File: src/rtl/log_subtb_serial.sv
// Linear-to-log converter (G.726 LOG) with SUBTB subtraction, serial normalizer.
// One left shift per clock until the leading one reaches bit 14 or the
// exponent runs out; a start/done handshake lets several channels share it.
//
// state | meaning
// IDLE  | waiting for start, ready=1
// NORM  | shifting magnitude left one bit per clock, ready=0
// DONE  | results just captured, done=1 for this cycle, ready=1
module log_subtb_serial (
  input  logic        clk,
  input  logic        reset,
  input  logic        start,
  input  logic [15:0] D,
  input  logic [12:0] Y,
  output logic        ready,
  output logic        done,
  output logic [10:0] DL,
  output logic        DS,
  output logic [11:0] DLN
);

  typedef enum logic [1:0] {
    IDLE = 2'd0,
    NORM = 2'd1,
    DONE = 2'd2
  } state_t;

  state_t      r_state;
  state_t      w_state_next;

  logic [14:0] r_sr;
  logic [3:0]  r_exp;
  logic        r_ds_pend;
  logic [10:0] r_ys;
  logic [10:0] r_dl;
  logic        r_ds;
  logic [11:0] r_dln;

  logic [14:0] w_mag;
  logic        w_norm_done;
  logic [10:0] w_dl_next;
  logic [11:0] w_dln_next;
  logic        w_accept;

  // Magnitude of D truncated to 15 bits; 0x8000 folds to zero as in G.726.
  assign w_mag       = D[15] ? 15'(16'd0 - D) : D[14:0];
  assign w_norm_done = r_sr[14] | (r_exp == 4'd0);
  assign w_dl_next   = {r_exp, r_sr[13:7]};
  assign w_dln_next  = {1'b0, w_dl_next} - {1'b0, r_ys};
  assign w_accept    = (r_state != NORM) && start;

  // State register.
  always_ff @(posedge clk) begin
    if (reset) r_state <= IDLE;
    else       r_state <= w_state_next;
  end

  // Next-state decode and handshake outputs.
  always_comb begin
    w_state_next = r_state;
    ready        = 1'b1;
    done         = 1'b0;
    case (r_state)
      IDLE: begin
        if (start) w_state_next = NORM;
      end
      NORM: begin
        ready = 1'b0;
        if (w_norm_done) w_state_next = DONE;
      end
      DONE: begin
        done = 1'b1;
        if (start) w_state_next = NORM;
        else       w_state_next = IDLE;
      end
      default: w_state_next = IDLE;
    endcase
  end

  // Operand load, normalizing shift, and result capture.
  always_ff @(posedge clk) begin
    if (reset) begin
      r_sr      <= '0;
      r_exp     <= '0;
      r_ds_pend <= 1'b0;
      r_ys      <= '0;
      r_dl      <= '0;
      r_ds      <= 1'b0;
      r_dln     <= '0;
    end else if (w_accept) begin
      r_sr      <= w_mag;
      r_exp     <= 4'd14;
      r_ds_pend <= D[15];
      r_ys      <= 11'(Y >> 2);
    end else if (r_state == NORM) begin
      if (w_norm_done) begin
        r_dl  <= w_dl_next;
        r_ds  <= r_ds_pend;
        r_dln <= w_dln_next;
      end else begin
        r_sr  <= {r_sr[13:0], 1'b0};
        r_exp <= r_exp - 4'd1;
      end
    end
  end

  assign DL  = r_dl;
  assign DS  = r_ds;
  assign DLN = r_dln;

endmodule

File: config.mk
export PLATFORM = sky130hd
export DESIGN_NAME = log_subtb_serial
export DESIGN_NICKNAME = d
export VERILOG_FILES = /design/src/rtl/log_subtb_serial.sv
export SDC_FILE = /design/constraint.sdc
export NUM_CORES = 1
export LEC_CHECK = 0
export ABC_AREA = 0
export BUFFER_PORTS_ARGS = -buffer_cell sky130_fd_sc_hd__buf_4
export CAP_MARGIN = 20
export CORE_MARGIN = 2
export CORE_UTILIZATION = 33
export CTS_BUF_LIST = sky130_fd_sc_hd__clkbuf_16
export CTS_CLUSTER_SIZE = 28
export DETAILED_ROUTE_END_ITERATION = 16
export GPL_ROUTABILITY_DRIVEN = 1
export HOLD_SLACK_MARGIN = 0.05
export SLEW_MARGIN = 15
export SYNTH_ARGS = -nofsm -noshare
export SYNTH_HDL_FRONTEND = slang
export SYNTH_SLANG_ARGS = --single-unit
File: constraint.sdc
create_clock -name clk -period 2.15 [get_ports clk]
set_clock_uncertainty 0.1 [all_clocks]
set_input_delay 0.3225 -clock clk [delete_from_list [all_inputs] [get_ports clk]]
set_output_delay 0.3225 -clock clk [all_outputs]
set_load 0.02 [all_outputs]
=== Yosys cells after proc, flatten, opt, wreduce, memory -nomap -nowiden ===
Index checks and enable logic that the tools add are counted.

* Bits in registers: 57
* Bits in latches: 0
* Bits in writable memories: 0
* Bits in read-only memories: 0
* Bits of input ports: 32
* Output and inout port bits: 26
* Logic and storage cells: 43
* Memories kept: 0

* $add $sub $neg: 3
* $mul: 0
* Div/mod/pow operators: 0
* $lt $le $gt $ge: 0
* Equal/unequal tests: 6
* Shifts and indexed selects: 0
* Muxes and demuxes: 13
* Bitwise logic cells: 3
* Reductions and logical operators: 9

{| class="wikitable"
|+ Operator list
! operator !! count
|-
| $mux W15 || 4
|-
| $sub A1 B15 Y15 const A || 1
|-
| $mux W4 || 3
|-
| $sub A11 B11 Y12 || 1
|-
| $pmux W2 S3 || 1
|-
| $reduce_and A2 Y1 || 3
|-
| $logic_not A4 Y1 || 1
|-
| $mux W2 || 2
|-
| $ne A2 B1 Y1 const B || 2
|-
| $ne A2 B2 Y1 const B || 2
|-
| $sub A4 B1 Y4 const B || 1
|-
| $mux W1 || 3
|-
| $reduce_and A3 Y1 || 1
|-
| $eq A2 B1 Y1 const B || 1
|-
| $eq A2 B2 Y1 const B || 1
|-
| $logic_not A2 Y1 || 1
|-
| $not A1 Y1 || 2
|-
| $reduce_bool A2 Y1 || 1
|-
| $reduce_or A2 Y1 || 1
|-
| $logic_and A1 B1 Y1 || 1
|-
| $or A1 B1 Y1 || 1
|}

=== Logic depth before layout (Yosys ltp) ===
Gate-level depths: netlist of the first run.

* Word-level depth: 5
* Mapped depth: 8
* Gate-level depth less buffers: 8

=== Least setup slack after synthesis of the first run ===
Ideal clock, no wire load.

* Kind: register to register
* Start: register r_sr[7]
* End: register r_dln[10], in the netlist DLN[10]
* Library setup time: 79 ps
* Arrival time: 1942 ps
* Data required time: 1971 ps
* Setup slack: 29 ps
* Stages on the path, launching flop included: 9
* Path buffers: 0
* Clock period less this slack: 2121 ps
* Path through: dfxtp_1 -> inv_1 -> ha_1 -> fa_1 -> nor2b_1 -> o31a_1 -> o2111ai_1 -> a2111o_1 -> o211ai_1

* Cells in the longest elaborated chain, start to end: 1

{| class="wikitable"
|+ Ends and longest elaborated chain
! what !! RTL line !! source
|-
| from (decl) || 31 || <nowiki>logic [14:0] r_sr;</nowiki>
|-
| from (signal assigned) || 91 || <nowiki>r_sr <= w_mag;</nowiki>
|-
| from (signal assigned) || 101 || <nowiki>r_sr <= {r_sr[13:0], 1'b0};</nowiki>
|-
| $sub A11 B11 Y12 || 49 || <nowiki>assign w_dln_next = {1'b0, w_dl_next} - {1'b0, r_ys};</nowiki>
|-
| to (signal assigned) || 99 || <nowiki>r_dln <= w_dln_next;</nowiki>
|-
| to (decl) || 37 || <nowiki>logic [11:0] r_dln;</nowiki>
|}

No other way between the ends.
A chain may end at the register's enable or synchronous reset.

=== Worst setup path in the final report of the first run ===
* Start: register r_sr[7]
* End: register r_dln[8], in the netlist DLN[8]

The elaborated chain is that of the path after synthesis.

==> impl_metrics.json, run 1 <==
{
  "status": "finished clean",
  "critical_path.endpoint_type": "flop",
  "number_of_cells_produced_by_synthesis": 374,
  "yosys.area.top_type_share_pct": 38.3,
  "cts_made_buffers": 9,
  "hpwl_dp_um": 5360,
  "drc": 0,
  "dr_total_vias": 2801,
  "synth-async-reset-ratio_pct": 0,
  "setup_total_negative_slack_ns": 0,
  "worst_slew_pin_slew_ns": 0.643,
  "timing.final.max_slew_violations": 0,
  "power-per-cell-area_nw_per_um2": 845,
  "final.period_utilization_pct": 94.5,
  "synth_largest_area_cell": "sky130_fd_sc_hd__dfxtp_1",
  "avg_vias_per_cell": 4.99,
  "detailedRoute.firstPassIterationCount": 4,
  "post-route-min-period_ns": 2.03,
  "ys_types": 45,
  "synth.yosys.warnings": 0,
  "slowest_stage": "sky130_fd_sc_hd__a2111o_1",
  "ys_ff_latch": 57,
  "globalRoute.totalOverflow": 0,
  "critPathMaxFanout": 3,
  "cts_htree_levels": 3,
  "pin_count_of_the_biggest_net_entering_global_routing": 67,
  "final_core_utilization_pct": 46.0,
  "cell_seen_most_often_among_critical_path_stages": "sky130_fd_sc_hd__o211ai_1",
  "static_leakage_nw": 1.61,
  "timing.critical_path.required_ns": 2.30,
  "place_area_um2": 3690,
  "crit_path_cell_trace": "inv_1, ha_2, fa_2, nor2b_2, o31a_1, o211ai_1, a2111o_1, o211ai_1",
  "gpl.final_weighted_congestion": 0.802,
  "synth-seq-area-share_pct": 38.3,
  "vdd.ir_drop.worst_uv": 316,
  "root_buffer": "sky130_fd_sc_hd__clkbuf_16",
  "num_io_pins": 58,
  "final_net_count": 494,
  "holdCritPathClass": "in2reg",
  "cts_tree": "yes",
  "critical_path_arrival_ns": 2.18,
  "slowest_delay_ns": 0.39,
  "postRouteWirelength_um": 7420,
  "setup_violations": 0,
  "final_cell_count_without_fillers": 561,
  "die_x_um": 99.1,
  "final_layout_size_suffix_gt1_share_pct": 26.7,
  "setup_repair_after_global_routing_missed_its_margin": "false",
  "grt_pass1_wl_um": 12400,
  "syn-cell-area_um2": 2980,
  "place.detailed.instances": 544,
  "detail-route-antenna-nets": 0,
  "area_overhead_vs_synth_pct": 35.2,
  "initial_utilization_pct": 34.0,
  "max_freq_ghz": 0.492,
  "core.rowCount": 34,
  "wire_per_inst_um": 13.2,
  "floorplan.die_area_um2": 9820,
  "number_of_flops_mapped_to_enable_cells_by_yosys": 0,
  "antenna_found_initial": 0,
  "maxSlewHeadroom_pct": 57.1,
  "clock_insertion_delay_worst_skew_ns": 0.33,
  "floorplan.core_area_um2": 8760,
  "cts_buffer_depth": 2,
  "average_cell_area_after_synthesis_um2": 7.98,
  "clkTransAtPathRegs_ns": 0.05,
  "synth_nets": 420,
  "final_non_filler_cell_area_um2": 4030,
  "yosys-top-cells-area": "sky130_fd_sc_hd__dfxtp_1 (38%), sky130_fd_sc_hd__nand2_1 (11%), sky130_fd_sc_hd__a21oi_1 (7.2%), sky130_fd_sc_hd__ha_1 (5.5%), sky130_fd_sc_hd__xnor2_1 (3.8%)",
  "leading_cell_types_in_the_layout_fill_and_taps_excluded": "sky130_fd_sc_hd__nand2_1 (84), sky130_fd_sc_hd__buf_4 (84), sky130_fd_sc_hd__dfxtp_1 (56)",
  "cap_viol_max_count": 0,
  "number_of_global_route_vias_before_repair": 2629,
  "critPathKind": "reg2reg",
  "numPortBuffers": 55,
  "antenna_cells": 0,
  "final_count_of_hold_timing_violations": 0,
  "ys.flop_type": "sky130_fd_sc_hd__dfxtp_1",
  "die_height_um": 99.1,
  "initialDrtViolationCount": 81,
  "startpoint_class_of_the_critical_path": "flop",
  "grt_usage_pct": 15.6,
  "cts_sinks": 57
}
stage by stage:
stage / power, mW / hold WS, ns / setup slack (ns)
2_1_floorplan: 1.69 / 0.332 / 0.0289
3_3_place_gp: 1.97 / 0.340 / -0.126
3_5_place_dp: 1.98 / 0.346 / -0.195
4_1_cts: 3.42 / 0.135 / 0.0145
5_1_grt: 3.59 / 0.153 / 0.00436
6_report: 3.41 / 0.139 / 0.118
path summary, 6_finish.rpt:
kind	from	endpoint	slack (ns)	cells past startpoint
worst max register to register	r_sr[7]	DLN[8]	0.12	8
worst min-delay path	Y[11]	r_ys[9]	0.14	3
worst min register to register	DLN[5]	DLN[5]	0.35	2
worst max-delay path	r_sr[7]	DLN[8]	0.12	8
metal layers:
layer / global-route usage (%) / up-vias / part of all wire (%)
met5: 0 / - / 0
met2: 24.1 / 63 / 45
li1: - / 1458 / -
met4: 4.43 / 0 / 0.92
met1: 21.7 / 1274 / 50
met3: 3.69 / 6 / 4.7
critical path: cells and delay by family, from the launching register on:
kind                       cells  cell delay [ns]
AOI/OAI and AO/OA              4             0.82
adders and majority gates      2             0.54
DFF                            1             0.32
and+or+nand+nor                1             0.14
buffers and inverters          1             0.04
where the power goes:
part           internal [mW]  leakage (nW)  switching, mW  total (mW)
Clock                  0.904         0.142          0.515        1.42
Sequential              1.14         0.467         0.0587        1.20
Combinational          0.363         0.999          0.426       0.789
Total                   2.41          1.61           1.00        3.41
synth_stat cells (all sizes together) (6+ instances only):
master / number
nand3: 7
nand3b: 10
or3: 6
nand2: 84
a311oi: 9
a21oi: 43
inv: 16
clkbuf: 20
nor3: 9
o21ai: 12
xnor2: 13
dfxtp: 57
a211oi: 6
ha: 13
nor2: 12
timing repair:
item	4_1_cts	5_1_grt
gates cloned	0	0
setup endpoints to repair	2	3
hold buffers	0	0
resized for setup	3	4
pin swaps	2	4
buffers inserted	0	1
registers in the layout (all words and copies together) (netlist names):
name       flops
DS             1
r_exp          4
r_ds_pend      1
DLN           12
r_state        2
r_sr          15
DL            11
r_ys          11
cell type report:
cell class / count / area (µm²)
Timing Repair Buffer: 86 / 671
Clock buffer: 9 / 225
Inverter: 16 / 60.1
Multi-Input combinational cell: 278 / 1720
Fill cell: 898 / 4730
Clock inverter: 7 / 80.1
Sequential cell: 57 / 1140
Tap cell: 108 / 135
cells by family after synthesis:
group	Yosys count	synth area share, %
AND/OR/NAND/NOR	148	23.4
AO/OA/AOI/OAI	100	22.4
flip-flops	57	38.3
buffers and inverters	39	5.03
XOR/XNOR	16	4.70
adder cells (fa/ha/maj)	14	6.12
No activity file was read; power rests on OpenSTA's default activity.
==> inputs of run 2 (changes only) <==
--- a/config.mk
+++ b/config.mk
@@ -8,7 +8,7 @@
 export ABC_AREA = 0
 export BUFFER_PORTS_ARGS = -buffer_cell sky130_fd_sc_hd__buf_4
 export CAP_MARGIN = 20
-export CORE_MARGIN = 2
+export CORE_MARGIN = 5
 export CORE_UTILIZATION = 33
 export CTS_BUF_LIST = sky130_fd_sc_hd__clkbuf_16
 export CTS_CLUSTER_SIZE = 28
==> run 2 against run 1 <==
Compared with the run above: sequential power about the same; first-iteration DRC count rose by 85%; via count is 0.75% higher; wire length increased by 7.0%; sequential share of layout area increased by 0.12 points; total power up 2.0%; core utilization is 0.20 points lower; worst setup slack got worse by 0.055 ns; clock power increased by 5%; fmax shrank 2.6%; flip-flop and latch count stayed put.
==> impl_metrics.json, run 2 (synthesis results as in run 1) <==
{
  "crit_path_cell_trace": "inv_2, ha_4, fa_2, nor2b_2, o31a_1, o2111ai_2, a2111o_1, o211ai_1",
  "detailedRoute.firstPassIterationCount": 4,
  "detail-route-antenna-nets": 0,
  "leading_cell_types_in_the_layout_fill_and_taps_excluded": "sky130_fd_sc_hd__buf_4 (85), sky130_fd_sc_hd__nand2_1 (84), sky130_fd_sc_hd__dfxtp_1 (56)",
  "status": "finished clean",
  "root_buffer": "sky130_fd_sc_hd__clkbuf_16",
  "wire_per_inst_um": 14.2,
  "postRouteWirelength_um": 7940,
  "route.top_layer_used": "met4",
  "die_x_um": 105,
  "clock_insertion_delay_worst_skew_ns": 0.33,
  "place_area_um2": 3660,
  "timing.critical_path.required_ns": 2.30,
  "die_height_um": 105,
  "floorplan.die_area_um2": 11000,
  "cts_buffer_depth": 2,
  "worst_slew_pin_slew_ns": 0.661,
  "vdd.ir_drop.worst_uv": 411,
  "setup_repair_after_global_routing_missed_its_margin": "true",
  "final.period_utilization_pct": 97.1,
  "cap_viol_max_count": 0,
  "initialDrtViolationCount": 150,
  "critical_path_arrival_ns": 2.23,
  "cts_sinks": 57,
  "clkTransAtPathRegs_ns": 0.05,
  "gpl.final_weighted_congestion": 0.885,
  "largest_reg_flops": 15,
  "grt_usage_pct": 14.9,
  "met1_length_um": 3740,
  "setup_violations": 0,
  "cts_made_buffers": 9,
  "critPathMaxFanout": 3,
  "avg_vias_per_cell": 5.04,
  "route.met3.wl_um": 474,
  "largest_reg_by_ff_count": "r_sr",
  "layout_commonest_cell": "sky130_fd_sc_hd__buf_4",
  "hpwl_dp_um": 5720,
  "final_count_of_hold_timing_violations": 0,
  "holdCritPathClass": "in2reg",
  "maxSlewHeadroom_pct": 55.9,
  "max_freq_ghz": 0.479,
  "post-route-min-period_ns": 2.09,
  "cts_htree_levels": 3,
  "slowest_stage": "sky130_fd_sc_hd__fa_2",
  "route.met2.wl_um": 3580,
  "pin_count_of_the_biggest_net_entering_global_routing": 67,
  "startpoint_class_of_the_critical_path": "flop",
  "final_non_filler_cell_area_um2": 4020,
  "antenna_found_initial": 0,
  "grt_pass1_wl_um": 13500,
  "cts_tree": "yes",
  "ff2ff_setup_slack_ns": 0.06,
  "core.rowCount": 34,
  "power-per-cell-area_nw_per_um2": 866,
  "critPathKind": "reg2reg",
  "numPortBuffers": 55,
  "initial_utilization_pct": 34.0,
  "static_leakage_nw": 1.60,
  "final_net_count": 493,
  "floorplan.core_area_um2": 8760,
  "dr_total_vias": 2822,
  "slowest_delay_ns": 0.39,
  "num_io_pins": 58,
  "drc": 0,
  "area_overhead_vs_synth_pct": 34.6,
  "timing.final.max_slew_violations": 0,
  "number_of_global_route_vias_before_repair": 2844,
  "globalRoute.totalOverflow": 0,
  "whs_ns": 0.146,
  "cts_hold_buffers": 0,
  "critical_path.endpoint_type": "flop",
  "antenna_cells": 0,
  "final_layout_size_suffix_gt1_share_pct": 26.3
}
==> run 2: cell types whose count changed in the layout (fill, tap and decap cells not counted), sizes merged <==
cell	delta
buf	-1
bufinv	+1
clkinv	+1
clkinvlp	-1
inv	-1
==> run 2: per-stage QoR <==
stage               setup slack (ns)  TNS (ns)  power, mW  std cells  utilization, %
floorplan                     0.0289         0       1.69        374               -
global placement              -0.144    -0.513       1.96        543            41.8
detailed placement            -0.208    -0.765       1.98        543            41.8
CTS                           0.0150         0       3.50        559            45.5
global route                 -0.0678   -0.0985       3.66        560            45.8
finish                        0.0630         0       3.48        560            45.8
==> run 2: what timing repair did <==
| action | CTS | global route |
|---|---|---|
| setup endpoints to repair | 2 | 3 |
| gates resized for setup | 3 | 6 |
| endpoints found under the hold margin | 0 | 0 |
| setup buffers | 0 | 1 |
| gates cloned | 0 | 0 |
| pin swaps | 2 | 5 |
==> run 2: layout make-up <==
type / instances / area, µm²
fillers: 875 / 4750
multi-input cells: 278 / 1730
flip-flops and latches: 57 / 1140
repair buffers: 85 / 638
clock buffers: 9 / 225
well taps: 108 / 135
clock inverters: 7 / 85.1
inverters: 16 / 60.1
==> run 2: metal layers <==
| layer | global-route usage (%) | up-vias |
|---|---|---|
| met5 | 0 | - |
| met4 | 6.30 | 0 |
| met3 | 4.32 | 13 |
| met2 | 23.0 | 66 |
| met1 | 19.4 | 1289 |
| li1 | - | 1454 |
==> run 2: path summary, 6_finish.rpt <==
kind,startpoint,to,cells past startpoint
worst max-delay path,r_sr[7],DLN[10],8
worst min-delay path,Y[11],r_ys[9],3
worst max register to register,r_sr[7],DLN[10],8
worst min register to register,DLN[3],DLN[3],2
==> run 2: power breakdown <==
| group | switching, mW | internal (mW) | total, mW |
|---|---|---|---|
| Sequential | 0.0582 | 1.14 | 1.20 |
| Combinational | 0.431 | 0.354 | 0.786 |
| Clock | 0.490 | 1.00 | 1.49 |
==> run 2: critical path, delay by kind of cell (launching register included) <==
family          cells  cell delay [ns]
buf+inv             1             0.05
simple gates        1             0.13
compound gates      4             0.85
flops               1             0.33
fa+ha+maj           2             0.55
